File: src/rtl/pipeline_ctrl_pkg.sv
// Shared definitions for the pipeline controller: FSM encoding,
// register-address width and the canned per-cycle control words.
package pipeline_ctrl_pkg;

  localparam int unsigned REG_AW = 5;  // register-file address width
  localparam int unsigned FCNT_W = 3;  // holds flush penalties 1..7

  typedef enum logic [1:0] {
    ST_IDLE     = 2'd0,
    ST_RUN      = 2'd1,
    ST_MEM_WAIT = 2'd2,
    ST_FLUSH    = 2'd3
  } state_e;

  typedef struct packed {
    logic pc_write;
    logic if_id_write;
    logic id_ex_write;
    logic ex_mem_write;
    logic id_ex_bubble;
    logic if_id_flush;
    logic mem_wb_bubble;
  } ctrl_t;

  // Field order: pc, if_id, id_ex, ex_mem, id_ex_bubble, if_id_flush, mem_wb_bubble
  localparam ctrl_t CTRL_HALT      = 7'b0000_000;
  localparam ctrl_t CTRL_RUN       = 7'b1111_000;
  localparam ctrl_t CTRL_MEM_STALL = 7'b0000_001;
  localparam ctrl_t CTRL_FLUSH     = 7'b1111_110;
  localparam ctrl_t CTRL_LOAD_USE  = 7'b0011_100;

  function automatic logic mem_stall(input logic req, input logic ack);
    return req & ~ack;
  endfunction

endpackage

File: src/rtl/pipeline_ctrl_if.sv
// Pipeline-facing signal bundle of the controller. The controller uses the
// slave view; whatever drives the pipeline status uses the master view.
interface pipeline_ctrl_if #(
  parameter int unsigned CNT_W = 16
);
  import pipeline_ctrl_pkg::*;

  logic              start_i;
  logic              id_ex_memread_i;
  logic [REG_AW-1:0] id_ex_rd_i;
  logic [REG_AW-1:0] if_id_rs_i;
  logic [REG_AW-1:0] if_id_rt_i;
  logic              branch_taken_i;
  logic              dmem_req_i;
  logic              dmem_ack_i;

  logic              pc_write_o;
  logic              if_id_write_o;
  logic              id_ex_write_o;
  logic              ex_mem_write_o;
  logic              id_ex_bubble_o;
  logic              if_id_flush_o;
  logic              mem_wb_bubble_o;
  logic [1:0]        state_o;
  logic [CNT_W-1:0]  stall_cnt_o;
  logic [CNT_W-1:0]  flush_cnt_o;

  modport master (
    output start_i, id_ex_memread_i, id_ex_rd_i, if_id_rs_i, if_id_rt_i,
           branch_taken_i, dmem_req_i, dmem_ack_i,
    input  pc_write_o, if_id_write_o, id_ex_write_o, ex_mem_write_o,
           id_ex_bubble_o, if_id_flush_o, mem_wb_bubble_o, state_o,
           stall_cnt_o, flush_cnt_o
  );

  modport slave (
    input  start_i, id_ex_memread_i, id_ex_rd_i, if_id_rs_i, if_id_rt_i,
           branch_taken_i, dmem_req_i, dmem_ack_i,
    output pc_write_o, if_id_write_o, id_ex_write_o, ex_mem_write_o,
           id_ex_bubble_o, if_id_flush_o, mem_wb_bubble_o, state_o,
           stall_cnt_o, flush_cnt_o
  );

endinterface

File: src/rtl/pipeline_ctrl_hazard_unit.sv
// Load-use hazard detection: a load in ID/EX whose destination (other than
// r0) feeds either source of the instruction in IF/ID.
module hazard_unit
  import pipeline_ctrl_pkg::*;
(
  input  logic              id_ex_memread_i,
  input  logic [REG_AW-1:0] id_ex_rd_i,
  input  logic [REG_AW-1:0] if_id_rs_i,
  input  logic [REG_AW-1:0] if_id_rt_i,
  output logic              load_use_o
);

  // Purely combinational compare.
  always_comb begin
    load_use_o = id_ex_memread_i & (id_ex_rd_i != '0) &
                 ((id_ex_rd_i == if_id_rs_i) | (id_ex_rd_i == if_id_rt_i));
  end

endmodule

File: src/rtl/pipeline_ctrl.sv
// Pipeline stall/flush controller: a four-state FSM with Mealy control
// outputs, a flush-penalty down-counter, a deferred-branch flag and two
// saturating performance counters.
module pipeline_ctrl
  import pipeline_ctrl_pkg::*;
#(
  parameter int unsigned FLUSH_CYCLES = 1,  // legal range 1..7
  parameter int unsigned CNT_W        = 16
) (
  input  logic            clk_i,
  input  logic            rst_n_i,
  pipeline_ctrl_if.slave  bus
);

  localparam logic [FCNT_W-1:0] FC_FULL = FCNT_W'(FLUSH_CYCLES);
  localparam logic [FCNT_W-1:0] FC_LOAD = FCNT_W'(FLUSH_CYCLES - 1);
  localparam logic [CNT_W-1:0]  CNT_ONE = CNT_W'(1);

  state_e             state_q, state_d;
  logic [FCNT_W-1:0]  fcnt_q, fcnt_d;
  logic               pend_q, pend_d;
  logic               lu_seen_q, lu_seen_d;
  logic [CNT_W-1:0]   stall_cnt_q, stall_cnt_d;
  logic [CNT_W-1:0]   flush_cnt_q, flush_cnt_d;

  ctrl_t ctrl;
  logic  lu, ms, br, flush_inc, lu_take, stall_inc;

  hazard_unit u_hazard (
    .id_ex_memread_i (bus.id_ex_memread_i),
    .id_ex_rd_i      (bus.id_ex_rd_i),
    .if_id_rs_i      (bus.if_id_rs_i),
    .if_id_rt_i      (bus.if_id_rt_i),
    .load_use_o      (lu)
  );

  assign ms = mem_stall(bus.dmem_req_i, bus.dmem_ack_i);
  assign br = bus.branch_taken_i;

  // Next-state, flush-counter, pending-branch and Mealy control word.
  always_comb begin
    state_d   = state_q;
    fcnt_d    = fcnt_q;
    pend_d    = pend_q;
    ctrl      = CTRL_HALT;
    flush_inc = 1'b0;
    lu_take   = 1'b0;
    unique case (state_q)
      ST_IDLE: begin
        if (bus.start_i) state_d = ST_RUN;
      end
      ST_RUN: begin
        if (ms) begin
          ctrl    = CTRL_MEM_STALL;
          state_d = ST_MEM_WAIT;
        end else if (br) begin
          ctrl      = CTRL_FLUSH;
          flush_inc = 1'b1;
          if (FLUSH_CYCLES > 1) begin
            state_d = ST_FLUSH;
            fcnt_d  = FC_LOAD;
          end
        end else if (lu && !lu_seen_q) begin
          ctrl    = CTRL_LOAD_USE;
          lu_take = 1'b1;
        end else begin
          ctrl = CTRL_RUN;
        end
      end
      ST_MEM_WAIT: begin
        // A branch seen here is counted once and replayed as a full flush on exit.
        if (br && !pend_q) flush_inc = 1'b1;
        if (br) pend_d = 1'b1;
        if (ms) begin
          ctrl = CTRL_MEM_STALL;
        end else begin
          ctrl   = CTRL_RUN;
          pend_d = 1'b0;
          if (pend_q || br) begin
            state_d = ST_FLUSH;
            fcnt_d  = FC_FULL;
          end else if (fcnt_q != '0) begin
            state_d = ST_FLUSH;  // resume a flush that a memory stall preempted
          end else begin
            state_d = ST_RUN;
          end
        end
      end
      ST_FLUSH: begin
        if (ms) begin
          ctrl    = CTRL_MEM_STALL;
          state_d = ST_MEM_WAIT;
        end else begin
          ctrl   = CTRL_FLUSH;
          fcnt_d = fcnt_q - FCNT_W'(1);
          if (fcnt_q == FCNT_W'(1)) state_d = ST_RUN;
        end
      end
      default: state_d = ST_IDLE;
    endcase
    if (!bus.start_i) begin
      state_d = ST_IDLE;
      fcnt_d  = '0;
      pend_d  = 1'b0;
    end
  end

  // One stall per load-use assertion; re-arms once the hazard clears.
  always_comb begin
    lu_seen_d = lu & (lu_seen_q | lu_take);
  end

  // Saturating performance counter updates.
  always_comb begin
    stall_inc   = (state_q != ST_IDLE) & ~ctrl.pc_write;
    stall_cnt_d = stall_cnt_q;
    flush_cnt_d = flush_cnt_q;
    if (stall_inc && (stall_cnt_q != '1)) stall_cnt_d = stall_cnt_q + CNT_ONE;
    if (flush_inc && (flush_cnt_q != '1)) flush_cnt_d = flush_cnt_q + CNT_ONE;
  end

  // State and counter registers, cleared asynchronously.
  always_ff @(posedge clk_i or negedge rst_n_i) begin
    if (!rst_n_i) begin
      state_q     <= ST_IDLE;
      fcnt_q      <= '0;
      pend_q      <= 1'b0;
      lu_seen_q   <= 1'b0;
      stall_cnt_q <= '0;
      flush_cnt_q <= '0;
    end else begin
      state_q     <= state_d;
      fcnt_q      <= fcnt_d;
      pend_q      <= pend_d;
      lu_seen_q   <= lu_seen_d;
      stall_cnt_q <= stall_cnt_d;
      flush_cnt_q <= flush_cnt_d;
    end
  end

  assign bus.pc_write_o      = ctrl.pc_write;
  assign bus.if_id_write_o   = ctrl.if_id_write;
  assign bus.id_ex_write_o   = ctrl.id_ex_write;
  assign bus.ex_mem_write_o  = ctrl.ex_mem_write;
  assign bus.id_ex_bubble_o  = ctrl.id_ex_bubble;
  assign bus.if_id_flush_o   = ctrl.if_id_flush;
  assign bus.mem_wb_bubble_o = ctrl.mem_wb_bubble;
  assign bus.state_o         = state_q;
  assign bus.stall_cnt_o     = stall_cnt_q;
  assign bus.flush_cnt_o     = flush_cnt_q;

endmodule

File: src/flat_wrapper.sv
// flat-port wrapper written by rule: the top's interface ports become plain ports
module pipeline_ctrl_flat import pipeline_ctrl_pkg::*;
#(
  parameter int unsigned FLUSH_CYCLES = 1,                     
  parameter int unsigned CNT_W        = 16
)
  (clk_i, rst_n_i, bus_start_i, bus_id_ex_memread_i, bus_id_ex_rd_i, bus_if_id_rs_i, bus_if_id_rt_i, bus_branch_taken_i, bus_dmem_req_i, bus_dmem_ack_i, bus_pc_write_o, bus_if_id_write_o, bus_id_ex_write_o, bus_ex_mem_write_o, bus_id_ex_bubble_o, bus_if_id_flush_o, bus_mem_wb_bubble_o, bus_state_o, bus_stall_cnt_o, bus_flush_cnt_o);
  pipeline_ctrl_if #(.CNT_W(CNT_W)) bus_i ();
  input  logic clk_i;
  input  logic rst_n_i;
  input wire logic [$bits(bus_i.start_i)-1:0] bus_start_i;
  input wire logic [$bits(bus_i.id_ex_memread_i)-1:0] bus_id_ex_memread_i;
  input wire logic [$bits(bus_i.id_ex_rd_i)-1:0] bus_id_ex_rd_i;
  input wire logic [$bits(bus_i.if_id_rs_i)-1:0] bus_if_id_rs_i;
  input wire logic [$bits(bus_i.if_id_rt_i)-1:0] bus_if_id_rt_i;
  input wire logic [$bits(bus_i.branch_taken_i)-1:0] bus_branch_taken_i;
  input wire logic [$bits(bus_i.dmem_req_i)-1:0] bus_dmem_req_i;
  input wire logic [$bits(bus_i.dmem_ack_i)-1:0] bus_dmem_ack_i;
  output wire logic [$bits(bus_i.pc_write_o)-1:0] bus_pc_write_o;
  output wire logic [$bits(bus_i.if_id_write_o)-1:0] bus_if_id_write_o;
  output wire logic [$bits(bus_i.id_ex_write_o)-1:0] bus_id_ex_write_o;
  output wire logic [$bits(bus_i.ex_mem_write_o)-1:0] bus_ex_mem_write_o;
  output wire logic [$bits(bus_i.id_ex_bubble_o)-1:0] bus_id_ex_bubble_o;
  output wire logic [$bits(bus_i.if_id_flush_o)-1:0] bus_if_id_flush_o;
  output wire logic [$bits(bus_i.mem_wb_bubble_o)-1:0] bus_mem_wb_bubble_o;
  output wire logic [$bits(bus_i.state_o)-1:0] bus_state_o;
  output wire logic [$bits(bus_i.stall_cnt_o)-1:0] bus_stall_cnt_o;
  output wire logic [$bits(bus_i.flush_cnt_o)-1:0] bus_flush_cnt_o;
  assign bus_i.start_i = bus_start_i;
  assign bus_i.id_ex_memread_i = bus_id_ex_memread_i;
  assign bus_i.id_ex_rd_i = bus_id_ex_rd_i;
  assign bus_i.if_id_rs_i = bus_if_id_rs_i;
  assign bus_i.if_id_rt_i = bus_if_id_rt_i;
  assign bus_i.branch_taken_i = bus_branch_taken_i;
  assign bus_i.dmem_req_i = bus_dmem_req_i;
  assign bus_i.dmem_ack_i = bus_dmem_ack_i;
  assign bus_pc_write_o = bus_i.pc_write_o;
  assign bus_if_id_write_o = bus_i.if_id_write_o;
  assign bus_id_ex_write_o = bus_i.id_ex_write_o;
  assign bus_ex_mem_write_o = bus_i.ex_mem_write_o;
  assign bus_id_ex_bubble_o = bus_i.id_ex_bubble_o;
  assign bus_if_id_flush_o = bus_i.if_id_flush_o;
  assign bus_mem_wb_bubble_o = bus_i.mem_wb_bubble_o;
  assign bus_state_o = bus_i.state_o;
  assign bus_stall_cnt_o = bus_i.stall_cnt_o;
  assign bus_flush_cnt_o = bus_i.flush_cnt_o;
  pipeline_ctrl #(.FLUSH_CYCLES(FLUSH_CYCLES), .CNT_W(CNT_W)) u_core (.clk_i(clk_i), .rst_n_i(rst_n_i), .bus(bus_i));
endmodule
File: config.mk
export PLATFORM = sky130hd
export DESIGN_NAME = pipeline_ctrl_flat
export DESIGN_NICKNAME = d
export VERILOG_FILES = /design/src/rtl/pipeline_ctrl_pkg.sv /design/src/rtl/pipeline_ctrl_if.sv /design/src/rtl/pipeline_ctrl_hazard_unit.sv /design/src/rtl/pipeline_ctrl.sv /design/src/flat_wrapper.sv
export SDC_FILE = /design/constraint.sdc
export NUM_CORES = 1
export LEC_CHECK = 0
export BUFFER_PORTS_ARGS = -buffer_cell sky130_fd_sc_hd__buf_2
export CORE_ASPECT_RATIO = 1.5
export CORE_MARGIN = 5
export CORE_UTILIZATION = 45
export CTS_CLUSTER_DIAMETER = 50
export DETAILED_ROUTE_END_ITERATION = 8
export HOLD_SLACK_MARGIN = 0.12
export PLACE_DENSITY = 0.82
export SYNTH_ARGS = -nofsm -noshare
export SYNTH_HDL_FRONTEND = slang
export SYNTH_HIERARCHICAL = 1
export SYNTH_SLANG_ARGS = --single-unit
File: constraint.sdc
create_clock -name clk_i -period 2.3 [get_ports clk_i]
set_clock_uncertainty 0.1 [all_clocks]
set_input_delay 0.345 -clock clk_i [delete_from_list [all_inputs] [get_ports clk_i]]
set_output_delay 0.345 -clock clk_i [all_outputs]
set_load 0.02 [all_outputs]
# Word level (Yosys, flattened, before mapping)
# Cells that the tools add are included.
# classes
addsub	3
eq_ne	16
muxes	31
bitwise_logic	9
reduce_logical	14
# op_table
operator	count
2-to-1 mux 7 bit	5
adder 16 x 1 -> 16 bit (second input constant)	2
!= test 16 bit (second input constant)	2
case mux 7 bit (3 select lines)	1
2-to-1 mux 2 bit	7
2-to-1 mux 3 bit	4
2-to-1 mux 1 bit	11
equality test 5 bit	2
!= test 3 bit (second input constant)	3
case mux 2 bit (4 select lines)	1
!= test 3 x 2 -> 1 bit (second input constant)	2
case mux 3 bit (2 select lines)	1
bitwise AND 1 bit	5
nonzero test 5 bit	1
equality test 2 bit (second input constant)	2
logical AND 1 bit	4
!= test 4 x 2 -> 1 bit (second input constant)	1
AND reduction 4 bit	1
equality test 3 x 1 -> 1 bit (second input constant)	1
!= test 3 x 1 -> 1 bit (second input constant)	1
AND reduction 3 bit	1
nonzero test 3 bit	1
subtractor 3 x 1 -> 3 bit (second input constant)	1
equality test 2 x 1 -> 1 bit (second input constant)	1
9 further kinds	12
# totals
register_bits	39
inputBits	22
elab_cells	79

# Longest topological paths before layout
# depth
word_depth	11
ltp_mapped	9
mapped_depth_nobuf	8

# Hierarchy
# The synthesis kept the hierarchy.
# modules_own_cells
mod	instances	cells_per_inst	area_per_inst_um2	seq_area_each_um2
pipeline_ctrl	1	215	2199.6	975.9
hazard_unit	1	17	125.1	0.0

# Least setup slack after synthesis
# OpenSTA, ideal clock, no wires.
# synth_path
kind	input to output
from	input bus_id_ex_rd_i[1]
to	output bus_pc_write_o
t_arrival_ns	2.108
required_time_ns	1.855
path_slack_ns	-0.253
cell_stages	7
path_buffers	1
cell_sequence	or4_1 o21ai_1 a21oi_1 nand3b_4 nand2_1 a211oi_1 buf_4
# synth_between
elab_chain_len	8
elab_cells_between_ends	11
cone_classes	2 x eq/ne; 4 x mux; 3 x bitwise; 2 x reduce/logical
# synth_lines
element	line_no	text
from (decl)	flat_wrapper.sv:13	input wire logic [$bits(bus_i.id_ex_rd_i)-1:0] bus_id_ex_rd_i;
equality test 5 bit or nonzero test 5 bit (tied branches)	pipeline_ctrl_hazard_unit.sv:16, pipeline_ctrl_hazard_unit.sv:15	
bitwise OR 1 bit or bitwise AND 1 bit (tied branches)	pipeline_ctrl_hazard_unit.sv:16, pipeline_ctrl_hazard_unit.sv:15	
bitwise AND 1 bit *	pipeline_ctrl_hazard_unit.sv:15	load_use_o = id_ex_memread_i & (id_ex_rd_i != '0) &
via u_core.lu	pipeline_ctrl.sv:27	logic lu, ms, br, flush_inc, lu_take, stall_inc;
logical AND 1 bit *	pipeline_ctrl.sv:63	end else if (lu && !lu_seen_q) begin
2-to-1 mux 7 bit *	pipeline_ctrl.sv:63	
2-to-1 mux 7 bit *	pipeline_ctrl.sv:56	end else if (br) begin
2-to-1 mux 7 bit *	pipeline_ctrl.sv:53	if (ms) begin
case mux 7 bit (3 select lines) *	pipeline_ctrl.sv:48	unique case (state_q)
to (decl)	flat_wrapper.sv:19	output wire logic [$bits(bus_i.pc_write_o)-1:0] bus_pc_write_o;
# The timed path passes the listed nets; every way through them passes the cells marked *.

# Final worst setup path
# layout_path
from	input bus_id_ex_rd_i[3]
to	register u_core.stall_cnt_q[11] (netlist: u_core/bus.stall_cnt_o[11])
# layout_between
elab_chain_len	11
elab_cells_between_ends	14
cone_classes	2 x eq/ne; 4 x mux; 5 x bitwise; 3 x reduce/logical
# layout_lines
element	line_no	text
equality test 5 bit or nonzero test 5 bit (tied branches)	pipeline_ctrl_hazard_unit.sv:16, pipeline_ctrl_hazard_unit.sv:15	
bitwise OR 1 bit or bitwise AND 1 bit (tied branches)	pipeline_ctrl_hazard_unit.sv:16, pipeline_ctrl_hazard_unit.sv:15	
bitwise AND 1 bit *	pipeline_ctrl_hazard_unit.sv:15	
via u_core.lu	pipeline_ctrl.sv:27	
logical AND 1 bit *	pipeline_ctrl.sv:63	
2-to-1 mux 7 bit *	pipeline_ctrl.sv:63	
2-to-1 mux 7 bit *	pipeline_ctrl.sv:56	
2-to-1 mux 7 bit *	pipeline_ctrl.sv:53	
case mux 7 bit (3 select lines) *	pipeline_ctrl.sv:48	
inverter 1 bit *	pipeline_ctrl.sv:115	stall_inc = (state_q != ST_IDLE) & ~ctrl.pc_write;
bitwise AND 1 bit *	pipeline_ctrl.sv:115	
logical AND 1 bit *	pipeline_ctrl.sv:118	if (stall_inc && (stall_cnt_q != '1)) stall_cnt_d = stall_cnt_q + CNT_ONE;
to (signal assigned)	pipeline_ctrl.sv:136	stall_cnt_q <= stall_cnt_d;
to (decl)	pipeline_ctrl.sv:23	logic [CNT_W-1:0] stall_cnt_q, stall_cnt_d;
# Marked as above.
# A chain may end at the register's enable or synchronous reset.

==> qor.tcl <==
set qor(numCtsBuffers) 5
set qor(hold_path.class) {in -> reg}
set qor(synth_area_leader_cell) {dfrtp_1}
set qor(timing.critical_path.buf_inv) 2
set qor(failed_checks) {setup timing}
set qor(slew_headroom_pct) 67.33
set qor(growth_of_design_area_from_synthesis_to_finish_pct) 27.02
set qor(required_ns) 2.42
set qor(reg2reg_setup_slack_ns) 0.09
set qor(initial_utilization_pct) 45.72
set qor(setup_viol_count_final) 4
set qor(power_mw) 2.652
set qor(finalWeightedCongestion) 0.8769
set qor(final_hold_viol_count) 0
set qor(num_rows) 32
set qor(routed_wl_per_cell_um) 14.63
set qor(critPathArrivalTime_ns) 2.46
set qor(synth_seq_cells) 39
set qor(critPathCaptureType) {flop}
set qor(placed_area_um2) 2760
set qor(grt_first_pass_wirelength_um) 8728
set qor(synth_fp_nets) 263
set qor(floorplan.die.height_um) 98.03
set qor(max-clock-path-buffers) 2
set qor(yosys_warnings) 6
set qor(fp.coreArea_um2) 5085
set qor(worst_pin_slew_ns) 0.4889
set qor(cp_max_delay_cell) {a311o_4}
set qor(clk_latency_worst_skew_pair_ns) 0.29
set qor(slew_violations) 0
set qor(drt_first_pass_iters) 4
set qor(finalWirelength_um) 5458
set qor(crit_chain) {buf_2 -> xor2_1 -> nor3_1 -> nand3_1 -> a21oi_2 -> nand3b_4 -> a311o_4 -> buf_4 -> nor4_1 -> xor2_1}
set qor(synthesis.area_per_instance_um2) 10.02
set qor(groute.usage.overall_pct) 16.63
set qor(synth_cell_types) 43
set qor(design.die.area_um2) 6733
set qor(status) {complete, but fails checks}
set qor(antenna_violations_before_repair) 0
set qor(timing.setup.tns_ns) -0.08105
set qor(clk_root_buffer_cell) {clkbuf_8}
set qor(post_synth_inst_count) 232
set qor(timing.fmax_mhz) 427.9
set qor(grt_pass1_vias) 1998
set qor(synthDominantCellAreaShare_pct) 41.98
set qor(grt.busiest_layer) {met2}
set qor(design_area_um2) 2953
set qor(ant_nets) 0
set qor(die_width_um) 68.69
set qor(startpoint_type) {input port}
set qor(most_frequent_cells_in_the_layout) {buf_2 (57), dfrtp_1 (38), xor2_1 (25)}
set qor(layout_commonest_cell) {buf_2}
set qor(postSynth.topFlopCell) {dfrtp_1}
set qor(post-dp-hpwl_um) 4053
set qor(finalWorstPathRequiredPeriod_ns) 2.337
set qor(ys_seq_area_share_pct) 41.98
set qor(syn-cell-area_um2) 2325
set qor(avgViaCountPerCell) 5.359
set qor(dr.first_iter.drc_count) 74
set qor(hold_slack_ns) 0.2143
set qor(grt_start_max_net_pins) 21
set qor(globalRouteOverflowTotal) 0
set qor(groute.layer.met1.usage_pct) 18.77
set qor(grt.met2_usage_pct) 28.92
set qor(synth_edf_count) 0
set qor(ir_worst_vdd_uv) 722.5
set qor(count_of_maximum_capacitance_violations) 0
set qor(setup_slack_after_layout_ns) -0.03709
set qor(postSynth.asyncResetShare_pct) 100.0
set qor(tritoncts_clock_tree) {done}
set qor(gr-usage-met3_pct) 4.028
set qor(critPathMaxFanout) 8
set qor(synth.top_cells.by_area) {dfrtp_1 (42%), xor2_1 (9.4%), xnor2_1 (5.3%), ha_1 (4.8%), nand2_1 (3.9%)}
set qor(timing.critical_path.max_delay_family) {simple AND/OR/NAND/NOR gates}
set qor(cts.sinks) 39
set qor(grt_setup_unrepaired) {yes}
set qor(finish.utilization_pct) 58.07
set qor(place.port_buffers) 62
set qor(clkSlewWorstSetupHoldPaths_ns) 0.08
set qor(via_count) 1999
set qor(layout-drive-gt1-share_pct) 34.75
set qor(critical_path.most_common_cell) {xor2_1}
set qor(cp_slowest_stage_delay_ns) 0.39
set qor(timing.final.crit_share_pct) 101.6
set qor(post-route-drc-count) 0
set qor(num_antenna_cells) 0
set qor(timing_worst_setup_path_type) {in -> reg}
set qor(power.static_leakage_nw) 1.417
set qor(p_per_area_nw_per_um2) 898.1
set qor(layout.nets) 335
set qor(top_level_port_count) 63
set qor(h-tree-depth) 2
-- stage by stage --
stage / setup WS [ns] / std cells
finish: -0.03709 / 373
floorplan: -0.007592 / 232
global placement: -0.1174 / 365
CTS: 0.01914 / 372
global route: -0.04653 / 373
detailed placement: -0.2479 / 365
-- registers in the layout, indices dropped and copies added (netlist names) --
register,flops
u_core/pend_q,1
u_core/fcnt_q,3
u_core/bus.stall_cnt_o,16
u_core/bus.flush_cnt_o,16
u_core/lu_seen_q,1
u_core/bus.state_o,2
-- path summary, 6_finish.rpt --
path / start / endpoint / cells past startpoint
max in group asynchronous: rst_n_i / u_core/bus.stall_cnt_o[9] / 3
setup / recovery: bus_id_ex_rd_i[3] / u_core/bus.stall_cnt_o[11] / 10
hold reg to reg: u_core/bus.stall_cnt_o[15] / u_core/bus.stall_cnt_o[15] / 1
hold / removal: bus_start_i / u_core/pend_q / 3
min in group asynchronous: rst_n_i / u_core/bus.stall_cnt_o[10] / 2
setup reg to reg: u_core/bus.state_o[0] / u_core/bus.stall_cnt_o[11] / 8
-- cell type report --
cell class,count,area (um^2)
timing repair buffer,75,434.2
multi-input combinational,177,1330
sequential,39,977.2
clock inverter,1,7.507
clock buffer,7,96.34
inverter,6,22.52
fill,459,2132
tap,68,85.08
-- worst min-delay path, stage by stage --
cell and delay, ns:
buf_2 0.13, nand2_1 0.06, nor2_1 0.03
-- where the power goes --
group	leakage (nW)	switching, mW	total, mW	internal [mW]
Combinational	0.850	0.700	1.18	0.482
Clock	0.0505	0.237	0.509	0.273
Sequential	0.516	0.150	0.960	0.810
Total	1.42	1.09	2.65	1.57
-- synthesized netlist by cell type, drive strengths merged (2+ instances only) --
cell type  count
dfrtp         39
xor2          25
nand2         24
nor3          14
xnor2         14
nor2          12
nand4         10
nor4          10
ha             9
nand3          9
a21oi          8
buf            8
o21ai          7
inv            6
and4           4
nand2b         4
a21boi         3
and3           3
mux2           3
nor3b          3
clkbuf         2
nor2b          2
nor4b          2
-- routing by layer --
| layer | part of all wire [%] | routed length (um) |
|---|---|---|
| met3 | 6.8 | 372 |
| met5 | 0 | 0 |
| met1 | 39 | 2126 |
| met2 | 53 | 2870 |
| met4 | 1.6 | 89 |
-- logic make-up after synthesis --
| group | after synthesis | synth area share, % |
|---|---|---|
| xor+xnor | 39 | 14.69 |
| mux | 3 | 1.453 |
| simple gates | 102 | 26.00 |
| compound gates | 24 | 6.889 |
| flops | 39 | 41.98 |
| buf+inv | 16 | 4.144 |
| fa+ha+maj | 9 | 4.844 |
-- timing repair --
item / 4_1_cts / 5_1_grt
pin swaps: 4 / 4
hold buffers: 1 / 0
hold endpoints to repair: 39 / 0
buffers inserted: 0 / 1
endpoints found under the setup margin: 2 / 12
gates resized for setup: 4 / 16
(Power assumes the default switching activity.)
